**src/rtl/regfile_dbg_pkg.sv**
```systemverilog
// Shared register-file geometry and snapshot reader state type.
// Imported by the core, the register file and the debug reader.
package regfile_dbg_pkg;

  localparam int RF_NUM_REGS = 8;
  localparam int RF_ADDR_W   = 3;
  localparam int RF_DATA_W   = 16;

  typedef enum logic [2:0] {
    IDLE,
    FREEZE,
    READ,
    SEND,
    DONE
  } snap_state_t;

endpackage

```
**src/rtl/regfile_snapshot_reader.sv**
```systemverilog
// Freezes register writes, then streams every register word out
// on a valid/ready port tagged with its index and a last flag.
module regfile_snapshot_reader
  import regfile_dbg_pkg::*;
#(
  parameter int NUM_REGS = RF_NUM_REGS,
  parameter int ADDR_W   = RF_ADDR_W,
  parameter int DATA_W   = RF_DATA_W
) (
  input  logic              clk,
  input  logic              rst,
  input  logic              start,
  output logic              freeze,
  output logic [ADDR_W-1:0] rd_addr,
  input  logic [DATA_W-1:0] rd_data,
  output logic              out_valid,
  input  logic              out_ready,
  output logic [DATA_W-1:0] out_data,
  output logic [ADDR_W-1:0] out_index,
  output logic              out_last,
  output logic              busy,
  output logic              done
);

  snap_state_t       state;
  logic [ADDR_W-1:0] idx;
  logic              is_last;

  assign is_last = (idx == ADDR_W'(NUM_REGS - 1));
  assign rd_addr = idx;
  assign busy    = (state != IDLE);

  always_ff @(posedge clk or negedge rst) begin
    if (!rst) begin
      state     <= IDLE;
      idx       <= '0;
      freeze    <= 1'b0;
      out_valid <= 1'b0;
      out_data  <= '0;
      out_index <= '0;
      out_last  <= 1'b0;
      done      <= 1'b0;
    end else begin
      done <= 1'b0;
      unique case (state)
        IDLE: begin
          if (start) begin
            state  <= FREEZE;
            freeze <= 1'b1;
            idx    <= '0;
          end
        end
        // Lets a RegWrite issued alongside start land first.
        FREEZE: state <= READ;
        READ: begin
          out_data  <= rd_data;
          out_index <= idx;
          out_last  <= is_last;
          out_valid <= 1'b1;
          state     <= SEND;
        end
        SEND: begin
          if (out_ready) begin
            out_valid <= 1'b0;
            if (is_last) begin
              state  <= DONE;
              freeze <= 1'b0;
              done   <= 1'b1;
            end else begin
              idx   <= idx + 1'b1;
              state <= READ;
            end
          end
        end
        DONE:    state <= IDLE;
        default: state <= IDLE;
      endcase
    end
  end

endmodule

```
**config.mk**
```make
export PLATFORM = sky130hd
export DESIGN_NAME = regfile_snapshot_reader
export DESIGN_NICKNAME = d
export VERILOG_FILES = /design/src/rtl/regfile_dbg_pkg.sv /design/src/rtl/regfile_snapshot_reader.sv
export SDC_FILE = /design/constraint.sdc
export NUM_CORES = 1
export LEC_CHECK = 0
export CAP_MARGIN = 40
export CORE_ASPECT_RATIO = 0.7
export CORE_UTILIZATION = 44
export CTS_BUF_LIST = sky130_fd_sc_hd__clkbuf_8
export DETAILED_ROUTE_END_ITERATION = 10
export GPL_TIMING_DRIVEN = 0
export HOLD_SLACK_MARGIN = 0.12
export PLACE_DENSITY_LB_ADDON = 0.05
export SLEW_MARGIN = 0
export SYNTH_ARGS = -nofsm -noshare
export SYNTH_HDL_FRONTEND = slang
export SYNTH_SLANG_ARGS = --single-unit
```
**constraint.sdc**
```tcl
create_clock -name clk -period 1.8 [get_ports clk]
set_input_delay 0.45 -clock clk [delete_from_list [all_inputs] [get_ports clk]]
set_output_delay 0.45 -clock clk [all_outputs]
set_load 0.01 [all_outputs]
```
## Yosys cells after proc, flatten, opt, wreduce, memory -nomap -nowiden

Index checks and enable logic that the tools add are counted.

| storage, ports and cells | value |
|---|---|
| register bits after elaboration | 29 |
| input port bits | 20 |
| word-level logic and storage cells | 42 |

| cells by class | value |
|---|---|
| $add $sub $neg | 1 |
| eq/ne operators | 8 |
| mux-type cells | 17 |
| reduce and logical (&&, ||, !) cells | 8 |

Operators with widths:

| operator | number |
|---|---|
| 2-to-1 mux 3 bit | 6 |
| one-hot mux 3 bit (4 select lines) | 1 |
| != test 2 bit (second input constant) | 4 |
| AND reduction 4 bit | 2 |
| 2-to-1 mux 1 bit | 7 |
| equality test 3 x 2 -> 1 bit (second input constant) | 2 |
| one-hot mux 3 bit (2 select lines) | 1 |
| one-hot mux 1 bit (2 select lines) | 2 |
| AND reduction 2 bit | 2 |
| nonzero test 2 bit | 2 |
| adder 3 x 1 -> 3 bit (second input constant) | 1 |
| equality test 3 x 1 -> 1 bit (second input constant) | 1 |
| equality test 3 bit (second input constant) | 1 |
| zero test 3 bit | 1 |
| nonzero test 3 bit | 1 |

## Depth between registers and ports, before layout

Gate-level depths: netlist (run 1).

| logic depth | value |
|---|---|
| depth after elaboration | 4 |
| depth in mapped cells | 5 |
| depth with buffers taken out | 5 |

## Worst setup path after synthesis (run 1)

OpenSTA, ideal clock, no wires.

| timing path | value |
|---|---|
| kind | register to register |
| from | reg idx[0], in the netlist rd_addr[0] |
| to | reg idx[0], in the netlist rd_addr[0] |
| arrival time | 1348 ps |
| path slack | 372 ps |
| cell stages (with the launch flop) | 5 |
| period minus slack after synthesis | 1428 ps |
| cell sequence | dfrtp_1 -> ha_1 -> ha_1 -> nor3_2 -> mux2i_1 |

| between the ends | value |
|---|---|
| elaborated cells on any way between the ends | 7 |
| classes of those cells | add/sub: 1; eq/ne: 2; mux: 3; reduce/logical: 1 |

RTL lines:

| item | RTL line | text |
|---|---|---|
| from (decl) | regfile_snapshot_reader.sv:26 | `logic [ADDR_W-1:0] idx;` |
| from (signal assigned) | regfile_snapshot_reader.sv:70 | `idx <= idx + 1'b1;` |
| equality test 3 bit | regfile_snapshot_reader.sv:29 | `assign is_last = (idx == ADDR_W'(NUM_REGS - 1));` |
| via is_last | regfile_snapshot_reader.sv:27 | `logic is_last;` |
| != test 2 bit (no line) | -- |  |
| AND reduction 4 bit (no line) | -- |  |

The timed path passes the listed nets, and every way through them passes these cells. The select of a mux whose other input is x is not followed.
A chain may end at the register's enable or synchronous reset.

## Final worst setup path (run 1)

| timing path | value |
|---|---|
| from | reg idx[0], in the netlist rd_addr[0] |
| to | out rd_addr[0] |

RTL lines:

| item | RTL line | text |
|---|---|---|
| to (decl) | regfile_snapshot_reader.sv:14 | `output logic [ADDR_W-1:0] rd_addr,` |

No word-level cell between the ends.

==> impl_table.tex, run 1 <==
\begin{tabular}{lr}
\hline
Metric & Value \\
\hline
\multicolumn{2}{l}{\textbf{STA}} \\
Minimum clock period & 1718 ps \\
Portion of the clock cycle consumed by the worst path in the final layout & 95.46\% \\
Worst hold slack across all endpoints & 481.2 ps \\
Fin Clk Skew & 4.239 ps \\
Count of final max-slew check failures & 0 \\
Final setup viols & 0 \\
Max\_slew headroom & 52.40\% \\
Final count of hold timing violations & 0 \\
Slew at the pin closest to its max-slew limit & 711.8 ps \\
Setup repair after global routing missed its margin & false \\
Max Clock Freq & 582.0 MHz \\
\multicolumn{2}{l}{\textbf{Clock network}} \\
Hold bufs inserted after CTS & 0 \\
Clock transition at the registers of the reported paths & 60 ps \\
Clock Tree Buf Depth & 2 \\
CTS buffer count & 5 \\
Total number of clock tree sinks & 29 \\
CTS root buf & sky130\_fd\_sc\_hd\_\_clkbuf\_8 \\
Number of levels in the clock H-tree & 2 \\
CTS tree & done \\
Clk\_lat worst skew & 270 ps \\
\multicolumn{2}{l}{\textbf{Worst setup path}} \\
Buffering stage count on the worst path with inverters included & 1 \\
Startpoint class of the critical path & register \\
Register-to-register setup slack & 250 ps \\
Worst flop-to-flop path startpoint & rd\_addr[0] \\
FF-to-FF End & rd\_addr[0] \\
Maximum fanout along the worst path & 5 \\
Largest stage delay, worst path & 580 ps \\
Total stage count of the critical path & 1 \\
Crit. End Element & output pin \\
List of cells traversed by the critical path & clkdlybuf4s50\_1 \\
Critical path launch point & rd\_addr[0] \\
CP Capture Point & rd\_addr[0] \\
Crit-path leading delay family & buffers and inverters \\
Worst r2r path cells & 4 \\
Slowest library cell on the worst path & sky130\_fd\_sc\_hd\_\_clkdlybuf4s50\_1 \\
WS Path Type & register to output pin \\
Req. time, crit path & 1350 ps \\
Signal arrival time at the worst endpoint & 1270 ps \\
\multicolumn{2}{l}{\textbf{Layout}} \\
Area of the multi-input gates & 429.2 µm² \\
Non-filler cells in the finished layout & 173 \\
Total area of sequential cells & 726.9 µm² \\
Utilization after layout & 72.64\% \\
Number of antenna cells inserted & 0 \\
Synthesis-to-finish area growth & 52.91\% \\
Nets & 161 \\
Fraction of final layout cells sized beyond drive strength 1 & 30.22\% \\
Total of fill cells in the finished design & 176 \\
\multicolumn{2}{l}{\textbf{Floorplanning}} \\
Core Box Area & 0.002534 mm² \\
Total number of placement rows & 15 \\
Initial standard-cell utilization of the core & 47.51\% \\
Number of top-level design ports & 47 \\
Die span in x & 64.52 µm \\
Vertical extent of the die & 45.76 µm \\
Area enclosed by the die boundary & 0.002952 mm² \\
\multicolumn{2}{l}{\textbf{Placement}} \\
Number of buffers added on ports & 46 \\
Detailed-placement wirelength estimate & 1.753 mm \\
Post-placement cell count & 163 \\
RePlAce Congestion & 0.7450 \\
\multicolumn{2}{l}{\textbf{Worst hold path}} \\
Depth of the worst hold-timing path & 1 \\
Type of the worst min-delay path & register to register \\
\multicolumn{2}{l}{\textbf{Synthesis}} \\
Ranking of synthesized cells by instance count & 29 x sky130\_fd\_sc\_hd\_\_dfrtp\_1, 20 x sky130\_fd\_sc\_hd\_\_mux2\_2, 5 x sky130\_fd\_sc\_hd\_\_nand2\_1 \\
Fraction of post-synthesis cell area in the top cell type by area & 60.29\% \\
Mean instance size in the synthesized netlist & 14.68 µm² \\
EDFF count, synth & 0 \\
\#FFs+latches synth & 29 \\
Synth area leaders & sky130\_fd\_sc\_hd\_\_dfrtp\_1 60\%, sky130\_fd\_sc\_hd\_\_mux2\_2 19\%, sky130\_fd\_sc\_hd\_\_buf\_6 2.8\% \\
Yosys warnings & 0 \\
Post-Synthesis Cell Area & 0.001204 mm² \\
Flip-flop cell with the highest count after synthesis & sky130\_fd\_sc\_hd\_\_dfrtp\_1 \\
Async set-reset flop share out of synthesis & 100.0\% \\
Library cell occupying the most area in the post-synthesis netlist & sky130\_fd\_sc\_hd\_\_dfrtp\_1 \\
Synthesized netlist net count & 104 \\
Number of instances in the synthesized netlist & 82 \\
Most numerous cell in the Yosys netlist & sky130\_fd\_sc\_hd\_\_dfrtp\_1 \\
Proportion of synthesized chip area in sequential cells & 60.29\% \\
Number of unique standard cell types used by synthesis & 22 \\
\multicolumn{2}{l}{\textbf{Drt}} \\
Vias per cell & 4.746 \\
Routed length per instance & 13.64 µm \\
DRC violation count after routing & 0 \\
Drt first pass iters & 4 \\
Starting DRC count in detailed routing & 36 \\
Detailed Route WL & 2.359 mm \\
Remaining number of nets flagged by the antenna check after routing & 0 \\
Via total after detailed routing & 821 \\
\multicolumn{2}{l}{\textbf{GRT}} \\
First-pass GRT wire length & 3.746 mm \\
Maximum number of pins on one net before global-route repair & 17 \\
Number of antenna violations at the first check in global routing & 0 \\
Total gr overflow & 0 \\
Global-route usage over all layers & 18.38\% \\
Number of global-route vias before repair & 806 \\
\multicolumn{2}{l}{\textbf{Status}} \\
Status & complete, no violations \\
\multicolumn{2}{l}{\textbf{Pwr}} \\
PwrDens & 1835 mW/mm² \\
IR Drop Worst-Case VDD & 0.0008654 V \\
Leakage dissipation & 0.8045 nW \\
\multicolumn{2}{l}{\textbf{Run}} \\
Max-cap violations & 0 \\
\hline
\end{tabular}
[state kept, by name, indices dropped and copies added, names as in the netlist]
signal and cells:
out_data 16, out_index 3, rd_addr 3, state 3
done 1, freeze 1, out_last 1, out_valid 1
[where the power goes]
part	switching, mW	internal, mW
combinational	0.643	1.07
sequential	0.184	0.976
clock	0.207	0.296
total	1.03	2.34
[metal layers]
| layer | GRT usage, % | up-vias | share of wire (%) | wire, µm |
|---|---|---|---|---|
| met5 | 0 | - | 0 | 0 |
| met4 | 8.000 | 0 | 0.34 | 8 |
| met3 | 7.250 | 2 | 5.5 | 129 |
| met2 | 28.42 | 27 | 48 | 1135 |
| met1 | 23.37 | 395 | 46 | 1085 |
| li1 | - | 397 | - | - |
[worst min-delay path by stage]
stage / startpoint / slack (ps) / endpoint
after floorplan: rst / 150 / done
after global placement: out_valid / 460 / out_valid
after detailed placement: out_valid / 470 / out_valid
after CTS: out_valid / 480 / out_valid
after global routing: out_valid / 500 / out_valid
final: out_valid / 480 / out_valid
[logic make-up after synthesis]
group / after synthesis / share of synthesized area (%)
buffers and inverters: 7 / 4.366
muxes: 23 / 21.21
adders and majority gates: 2 / 2.079
DFF: 29 / 60.29
AOI/OAI and AO/OA: 5 / 3.119
and+or+nand+nor: 16 / 8.940
[area by class of cell]
class                      instances  area share, %
buffer                             4          2.447
clock inverter                     1         0.2039
inverter                           3         0.6118
multi-input combinational         46          23.32
clock buffer                       6          4.487
tap                               34          2.311
timing repair buffer              50          27.12
sequential                        29          39.50
[cell usage in the layout, fill, tap and decap left out, types with 2 or more instances in the layout]
cell type / synthesis / layout
sky130_fd_sc_hd__mux2_2: 20 / 20
sky130_fd_sc_hd__inv_1: 3 / 4
sky130_fd_sc_hd__buf_6: 3 / 5
sky130_fd_sc_hd__dfrtp_1: 29 / 28
sky130_fd_sc_hd__clkbuf_8: 0 / 6
sky130_fd_sc_hd__buf_4: 1 / 3
sky130_fd_sc_hd__nand2_1: 5 / 5
sky130_fd_sc_hd__mux2i_1: 3 / 3
sky130_fd_sc_hd__clkdlybuf4s50_1: 0 / 45
sky130_fd_sc_hd__ha_1: 2 / 2
sky130_fd_sc_hd__nor2_1: 3 / 3
[metrics by stage]
stage	setup TNS, ps	power [mW]	cell area (µm²)	worst slack [ps]
4_1_cts	0	3.396	1826	10.39
2_1_floorplan	0	2.055	1204	372.4
5_1_grt	0	3.603	1841	39.68
3_3_place_gp	-4662	2.778	1707	-160.3
6_report	0	3.378	1841	81.79
3_5_place_dp	-64.33	2.855	1722	-64.33
[repair_timing]
item | CTS | global route
setup endpoints to repair | 1 | 1
pin swaps | 0 | 0
buffers inserted | 2 | 1
gates resized for setup | 6 | 2
No activity file was read; power rests on OpenSTA's default activity.
==> run 2: changes to the inputs <==
Settings changed: SETUP_SLACK_MARGIN set to 0.2.
==> impl_table.tex, run 2 (same netlist as run 1, synthesis figures left out) <==
\begin{tabular}{lr}
\hline
Metric & Value \\
\hline
\multicolumn{2}{l}{\textbf{Drt}} \\
Detailed Route WL & 2.436 mm (was 2.359 mm) \\
DRC violation count after routing & 0 (unchanged) \\
Drt first pass iters & 4 (unchanged) \\
Vias per cell & 4.873 (was 4.746) \\
Via total after detailed routing & 843 (was 821) \\
Routed length per instance & 14.08 µm (was 13.64 µm) \\
Starting DRC count in detailed routing & 43 (was 36) \\
Remaining number of nets flagged by the antenna check after routing & 0 (unchanged) \\
\multicolumn{2}{l}{\textbf{Clock network}} \\
CTS root buf & sky130\_fd\_sc\_hd\_\_clkbuf\_8 (unchanged) \\
Clk\_lat worst skew & 270 ps (about the same) \\
CTS buffer count & 5 (unchanged) \\
CTS tree & done (unchanged) \\
Clock transition at the registers of the reported paths & 50 ps (was 60 ps) \\
Number of levels in the clock H-tree & 2 (unchanged) \\
Total number of clock tree sinks & 29 (unchanged) \\
Clock Tree Buf Depth & 2 (unchanged) \\
Hold bufs inserted after CTS & 0 (unchanged) \\
\multicolumn{2}{l}{\textbf{Layout}} \\
Commonest non-fill, non-tap cells in the layout & 28 x sky130\_fd\_sc\_hd\_\_dfrtp\_1, 20 x sky130\_fd\_sc\_hd\_\_mux2\_2, 20 x sky130\_fd\_sc\_hd\_\_clkdlybuf4s50\_1 (was 45 x sky130\_fd\_sc\_hd\_\_clkdlybuf4s50\_1, 28 x sky130\_fd\_sc\_hd\_\_dfrtp\_1, 20 x sky130\_fd\_sc\_hd\_\_mux2\_2) \\
Fraction of final layout cells sized beyond drive strength 1 & 30.22\% (unchanged) \\
Total area of sequential cells & 726.9 µm² (unchanged) \\
Area of the multi-input gates & 435.4 µm² (was 429.2 µm²) \\
Synthesis-to-finish area growth & 53.64\% (was 52.91\%) \\
Non-filler cells in the finished layout & 173 (unchanged) \\
Total of fill cells in the finished design & 179 (was 176) \\
Most flop-heavy register & out\_data (unchanged) \\
Nets & 161 (unchanged) \\
Commonest non-fill, non-tap cell in the layout & sky130\_fd\_sc\_hd\_\_dfrtp\_1 (was sky130\_fd\_sc\_hd\_\_clkdlybuf4s50\_1) \\
Number of antenna cells inserted & 0 (unchanged) \\
Largest register FFs & 16 (unchanged) \\
Post-layout instance area & 0.001849 mm² (was 0.001841 mm²) \\
\multicolumn{2}{l}{\textbf{STA}} \\
Final TNS setup & 0 ps (unchanged) \\
Portion of the clock cycle consumed by the worst path in the final layout & 92.71\% (was 95.46\%) \\
Minimum clock period & 1669 ps (was 1718 ps) \\
Count of final max-slew check failures & 0 (unchanged) \\
Final count of hold timing violations & 0 (unchanged) \\
Slew at the pin closest to its max-slew limit & 710.8 ps (was 711.8 ps) \\
Final setup viols & 0 (unchanged) \\
Setup repair after global routing missed its margin & true (was false) \\
Max\_slew headroom & 52.46\% (was 52.40\%) \\
Fin Clk Skew & 3.636 ps (was 4.239 ps) \\
Max Clock Freq & 599.3 MHz (was 582.0 MHz) \\
\multicolumn{2}{l}{\textbf{GRT}} \\
First-pass GRT wire length & 3.760 mm (was 3.746 mm) \\
Maximum number of pins on one net before global-route repair & 17 (unchanged) \\
Number of antenna violations at the first check in global routing & 0 (unchanged) \\
Total gr overflow & 0 (unchanged) \\
Number of global-route vias before repair & 809 (was 806) \\
Global-route usage over all layers & 18.44\% (was 18.38\%) \\
\multicolumn{2}{l}{\textbf{Run}} \\
Max-cap violations & 0 (unchanged) \\
\multicolumn{2}{l}{\textbf{Placement}} \\
Number of buffers added on ports & 46 (unchanged) \\
RePlAce Congestion & 0.7450 (unchanged) \\
Post-placement cell count & 163 (unchanged) \\
Standard cell area after detailed placement & 0.001722 mm² (unchanged) \\
Detailed-placement wirelength estimate & 1.753 mm (unchanged) \\
\multicolumn{2}{l}{\textbf{Pwr}} \\
Portion of total power attributed to combinational logic & 49.2\% (was 50.8\%) \\
Clock power frac & 15.5\% (was 14.9\%) \\
PwrDens & 1754 mW/mm² (was 1835 mW/mm²) \\
Net Sw Frac & 32.23\% (was 30.61\%) \\
Leakage dissipation & 0.9112 nW (was 0.8045 nW) \\
Cell internal power dissipation & 2.199 mW (was 2.344 mW) \\
Sequential cell fraction of total power & 35.3\% (was 34.3\%) \\
IR Drop Worst-Case VDD & 0.0007992 V (was 0.0008654 V) \\
Switching power of the nets & 1.046 mW (was 1.034 mW) \\
\multicolumn{2}{l}{\textbf{Status}} \\
Status & complete, no violations (unchanged) \\
\multicolumn{2}{l}{\textbf{Floorplanning}} \\
Die span in x & 64.52 µm (unchanged) \\
Area enclosed by the die boundary & 0.002952 mm² (unchanged) \\
Initial standard-cell utilization of the core & 47.51\% (unchanged) \\
Vertical extent of the die & 45.76 µm (unchanged) \\
Core Box Area & 0.002534 mm² (unchanged) \\
Total number of placement rows & 15 (unchanged) \\
Number of top-level design ports & 47 (unchanged) \\
\multicolumn{2}{l}{\textbf{Worst setup path}} \\
WS Path Type & register to output pin (unchanged) \\
Crit. End Element & output pin (unchanged) \\
Req. time, crit path & 1350 ps (about the same) \\
Maximum fanout along the worst path & 2 (was 5) \\
Register-to-register setup slack & 220 ps (was 250 ps) \\
Signal arrival time at the worst endpoint & 1220 ps (was 1270 ps) \\
Startpoint class of the critical path & register (unchanged) \\
\multicolumn{2}{l}{\textbf{Worst hold path}} \\
Type of the worst min-delay path & register to register (unchanged) \\
\hline
\end{tabular}
## run 2: cell types whose count changed in the layout (fill, tap and decap cells not counted), sizes merged
cell	previous run	this run
dlygate4sd2	0	17
clkdlybuf4s50	45	20
dlymetal6s2s	0	8
## run 2: cell type report
class                           instances  share of cell area [%]
Clock buffer                            6                   4.466
Buffer                                  4                   2.436
Tap cell                               34                   2.300
Sequential cell                        29                   39.31
Clock inverter                          1                  0.2030
Multi-Input combinational cell         46                   23.55
Inverter                                3                  0.6089
Timing Repair Buffer                   50                   27.13
## run 2: stage by stage
step	hold slack, ps	power, mW	utilization, %	worst slack (ps)
after floorplan	154.4	2.055	-	372.4
after detailed placement	471.1	2.855	67.95	-64.33
after global placement	459.1	2.778	67.36	-160.3
after global routing	493.3	3.464	72.99	92.78
after CTS	483.4	3.263	71.51	118.6
final	469.0	3.244	72.99	131.3
## run 2: power by group through the flow
stage	logic [mW]	registers (mW)	clock network (mW)
6_report	1.60	1.15	0.503
5_1_grt	1.73	1.19	0.547
4_1_cts	1.59	1.15	0.521
3_5_place_dp	1.68	1.17	0
3_3_place_gp	1.63	1.15	0
2_1_floorplan	0.768	1.29	0
## run 2: path summary, 6_finish.rpt
path / startpoint / endpoint / cells past startpoint
max in group asynchronous: rst / state[2] / 2
worst max register to register: state[0] / out_data[4] / 5
worst min-delay path: out_valid / out_valid / 1
worst max-delay path: state[0] / busy / 3
worst min register to register: out_valid / out_valid / 1
min in group asynchronous: rst / done / 1
## run 2: critical path, cell delays in order, from the launching register on
cell and delay [ps]:
sky130_fd_sc_hd__dfrtp_1 370, sky130_fd_sc_hd__buf_6 110, sky130_fd_sc_hd__or3_4 350, sky130_fd_sc_hd__buf_6 120
## run 2: routing by layer
| layer | wire, µm | vias up | track usage, % |
|---|---|---|---|
| met5 | 0 | - | 0 |
| met4 | 8 | 0 | 8.000 |
| met3 | 154 | 2 | 7.250 |
| met2 | 1198 | 29 | 28.63 |
| met1 | 1075 | 414 | 23.37 |
| li1 | - | 398 | - |
## run 2: what timing repair did
action / 4_1_cts / 5_1_grt
endpoints found under the setup margin: 18 / 25
cloned: 0 / 1
gates resized for setup: 25 / 12
setup buffers: 2 / 0
==> run 3: changes to the inputs <==
Settings changed: GPL_ROUTABILITY_DRIVEN set to 0, MAX_ROUTING_LAYER set to met4.
==> impl_table.tex, run 3 (same netlist as run 1, synthesis figures left out) <==
\begin{tabular}{lr}
\hline
Metric & Value \\
\hline
\multicolumn{2}{l}{\textbf{Status}} \\
Status & complete, no violations (unchanged) \\
\multicolumn{2}{l}{\textbf{Drt}} \\
Detailed Route WL & 2.439 mm (was 2.436 mm) \\
Remaining number of nets flagged by the antenna check after routing & 0 (unchanged) \\
DRC violation count after routing & 0 (unchanged) \\
Routed length per instance & 14.10 µm (was 14.08 µm) \\
Via total after detailed routing & 842 (was 843) \\
Vias per cell & 4.867 (was 4.873) \\
Drt first pass iters & 4 (unchanged) \\
Starting DRC count in detailed routing & 28 (was 43) \\
\multicolumn{2}{l}{\textbf{Floorplanning}} \\
Die span in x & 64.52 µm (unchanged) \\
Area enclosed by the die boundary & 0.002952 mm² (unchanged) \\
Number of top-level design ports & 47 (unchanged) \\
Core Box Area & 0.002534 mm² (unchanged) \\
Total number of placement rows & 15 (unchanged) \\
Vertical extent of the die & 45.76 µm (unchanged) \\
Initial standard-cell utilization of the core & 47.51\% (unchanged) \\
\multicolumn{2}{l}{\textbf{Worst setup path}} \\
Maximum fanout along the worst path & 2 (unchanged) \\
Crit path top cell by count & sky130\_fd\_sc\_hd\_\_buf\_6 (unchanged) \\
WS Path Type & register to output pin (unchanged) \\
Worst flop-to-flop path startpoint & state[0] (unchanged) \\
List of cells traversed by the critical path & buf\_6, or3\_4, buf\_6 (unchanged) \\
Buffering stage count on the worst path with inverters included & 2 (unchanged) \\
Crit. End Element & output pin (unchanged) \\
Req. time, crit path & 1350 ps (about the same) \\
Startpoint class of the critical path & register (unchanged) \\
Signal arrival time at the worst endpoint & 1220 ps (about the same) \\
Largest stage delay, worst path & 370 ps (about the same) \\
Critical path launch point & state[0] (unchanged) \\
Crit-path leading delay family & flip-flops (unchanged) \\
Slowest library cell on the worst path & sky130\_fd\_sc\_hd\_\_dfrtp\_1 (unchanged) \\
\multicolumn{2}{l}{\textbf{Clock network}} \\
Clock Tree Buf Depth & 2 (unchanged) \\
CTS tree & done (unchanged) \\
Number of levels in the clock H-tree & 2 (unchanged) \\
CTS root buf & sky130\_fd\_sc\_hd\_\_clkbuf\_8 (unchanged) \\
Clock transition at the registers of the reported paths & 50 ps (about the same) \\
Clk\_lat worst skew & 270 ps (about the same) \\
Total number of clock tree sinks & 29 (unchanged) \\
CTS buffer count & 5 (unchanged) \\
\multicolumn{2}{l}{\textbf{STA}} \\
Max\_slew headroom & 51.86\% (was 52.46\%) \\
Final TNS setup & 0 ps (unchanged) \\
Final count of hold timing violations & 0 (unchanged) \\
Minimum clock period & 1669 ps (about the same) \\
Max Clock Freq & 599.2 MHz (was 599.3 MHz) \\
Fin Clk Skew & 3.928 ps (was 3.636 ps) \\
Final setup viols & 0 (unchanged) \\
Count of final max-slew check failures & 0 (unchanged) \\
Final setup slack of the worst path & 131.2 ps (was 131.3 ps) \\
Setup repair after global routing missed its margin & true (unchanged) \\
Portion of the clock cycle consumed by the worst path in the final layout & 92.71\% (about the same) \\
Slew at the pin closest to its max-slew limit & 719.9 ps (was 710.8 ps) \\
\multicolumn{2}{l}{\textbf{Layout}} \\
Total of fill cells in the finished design & 179 (unchanged) \\
Utilization after layout & 72.99\% (unchanged) \\
Commonest non-fill, non-tap cell in the layout & sky130\_fd\_sc\_hd\_\_dfrtp\_1 (unchanged) \\
Synthesis-to-finish area growth & 53.64\% (unchanged) \\
Post-layout instance area & 0.001849 mm² (unchanged) \\
Nets & 161 (unchanged) \\
Commonest non-fill, non-tap cells in the layout & 28 x sky130\_fd\_sc\_hd\_\_dfrtp\_1, 20 x sky130\_fd\_sc\_hd\_\_mux2\_2, 20 x sky130\_fd\_sc\_hd\_\_clkdlybuf4s50\_1 (unchanged) \\
Fraction of final layout cells sized beyond drive strength 1 & 30.22\% (unchanged) \\
Largest register FFs & 16 (unchanged) \\
Most flop-heavy register & out\_data (unchanged) \\
Number of antenna cells inserted & 0 (unchanged) \\
\multicolumn{2}{l}{\textbf{Placement}} \\
Placement Setup Slack & -64.33 ps (unchanged) \\
Number of buffers added on ports & 46 (unchanged) \\
Standard cell area after detailed placement & 0.001722 mm² (unchanged) \\
Detailed-placement wirelength estimate & 1.753 mm (unchanged) \\
\multicolumn{2}{l}{\textbf{Run}} \\
Max-cap violations & 0 (unchanged) \\
\multicolumn{2}{l}{\textbf{GRT}} \\
Number of global-route vias before repair & 809 (unchanged) \\
Total gr overflow & 0 (unchanged) \\
First-pass GRT wire length & 3.760 mm (unchanged) \\
Maximum number of pins on one net before global-route repair & 17 (unchanged) \\
Number of antenna violations at the first check in global routing & 0 (unchanged) \\
Global-route usage over all layers & 19.04\% (was 18.44\%) \\
\multicolumn{2}{l}{\textbf{Pwr}} \\
IR Drop Worst-Case VDD & 0.0007992 V (about the same) \\
Final total power & 3.246 mW (was 3.244 mW) \\
Leakage dissipation & 0.9112 nW (unchanged) \\
PwrDens & 1756 mW/mm² (was 1754 mW/mm²) \\
\multicolumn{2}{l}{\textbf{Worst hold path}} \\
Type of the worst min-delay path & register to register (unchanged) \\
Origin of the worst min-delay path & out\_valid (unchanged) \\
\hline
\end{tabular}
-- run 3: cell counts in the layout (fill, tap and decap cells not counted) --
No cell type changed its count.
-- run 3: worst paths after layout --
kind	endpoint	slack [ps]	cells after the start
min	out_valid	470	1
max	busy	130	3
min in group asynchronous	done	610	1
max reg2reg	out_data[4]	220	5
max in group asynchronous	state[2]	630	2
min reg2reg	out_valid	470	1
-- run 3: what timing repair did --
action	CTS	global route
setup endpoints to repair	18	25
buffers inserted	2	0
cloned	0	1
pin swaps	0	0
resized for setup	25	12
hold buffers	0	0
-- run 3: power breakdown --
part / switching [mW] / leakage [nW] / internal [mW]
Combinational: 0.670 / 0.520 / 0.927
Sequential: 0.170 / 0.342 / 0.976
Clock: 0.208 / 0.0485 / 0.296
-- run 3: metrics by stage --
step                instances  hold slack [ps]
global route              173            493.3
CTS                       172            483.4
global placement          162            459.1
finish                    173            468.9
detailed placement        163            471.1
floorplan                  82            154.4
-- run 3: layer usage --
metal	share of wire, %	track usage (%)	vias up
met3	5.7	6.750	2
met1	45	23.69	413
li1	-	-	398
met2	49	28.63	29
met5	0	-	-
met4	0.33	8.000	0
-- run 3: worst reg2reg max path: cells and delay by family, from the launching register on --
kind / cells / cell delay, ps
DFF: 1 / 370
muxes: 1 / 350
buffers and inverters: 3 / 460
and+or+nand+nor: 1 / 290
-- run 3: final cells by class --
class | instances | area (µm²) | area share [%]
timing repair buffer | 50 | 501.7 | 27.13
clock inverter | 1 | 3.754 | 0.2030
multi-input combinational | 46 | 435.4 | 23.55
tap | 34 | 42.54 | 2.300
buffer | 4 | 45.04 | 2.436
clock buffer | 6 | 82.58 | 4.466
inverter | 3 | 11.26 | 0.6089
sequential | 29 | 726.9 | 39.31
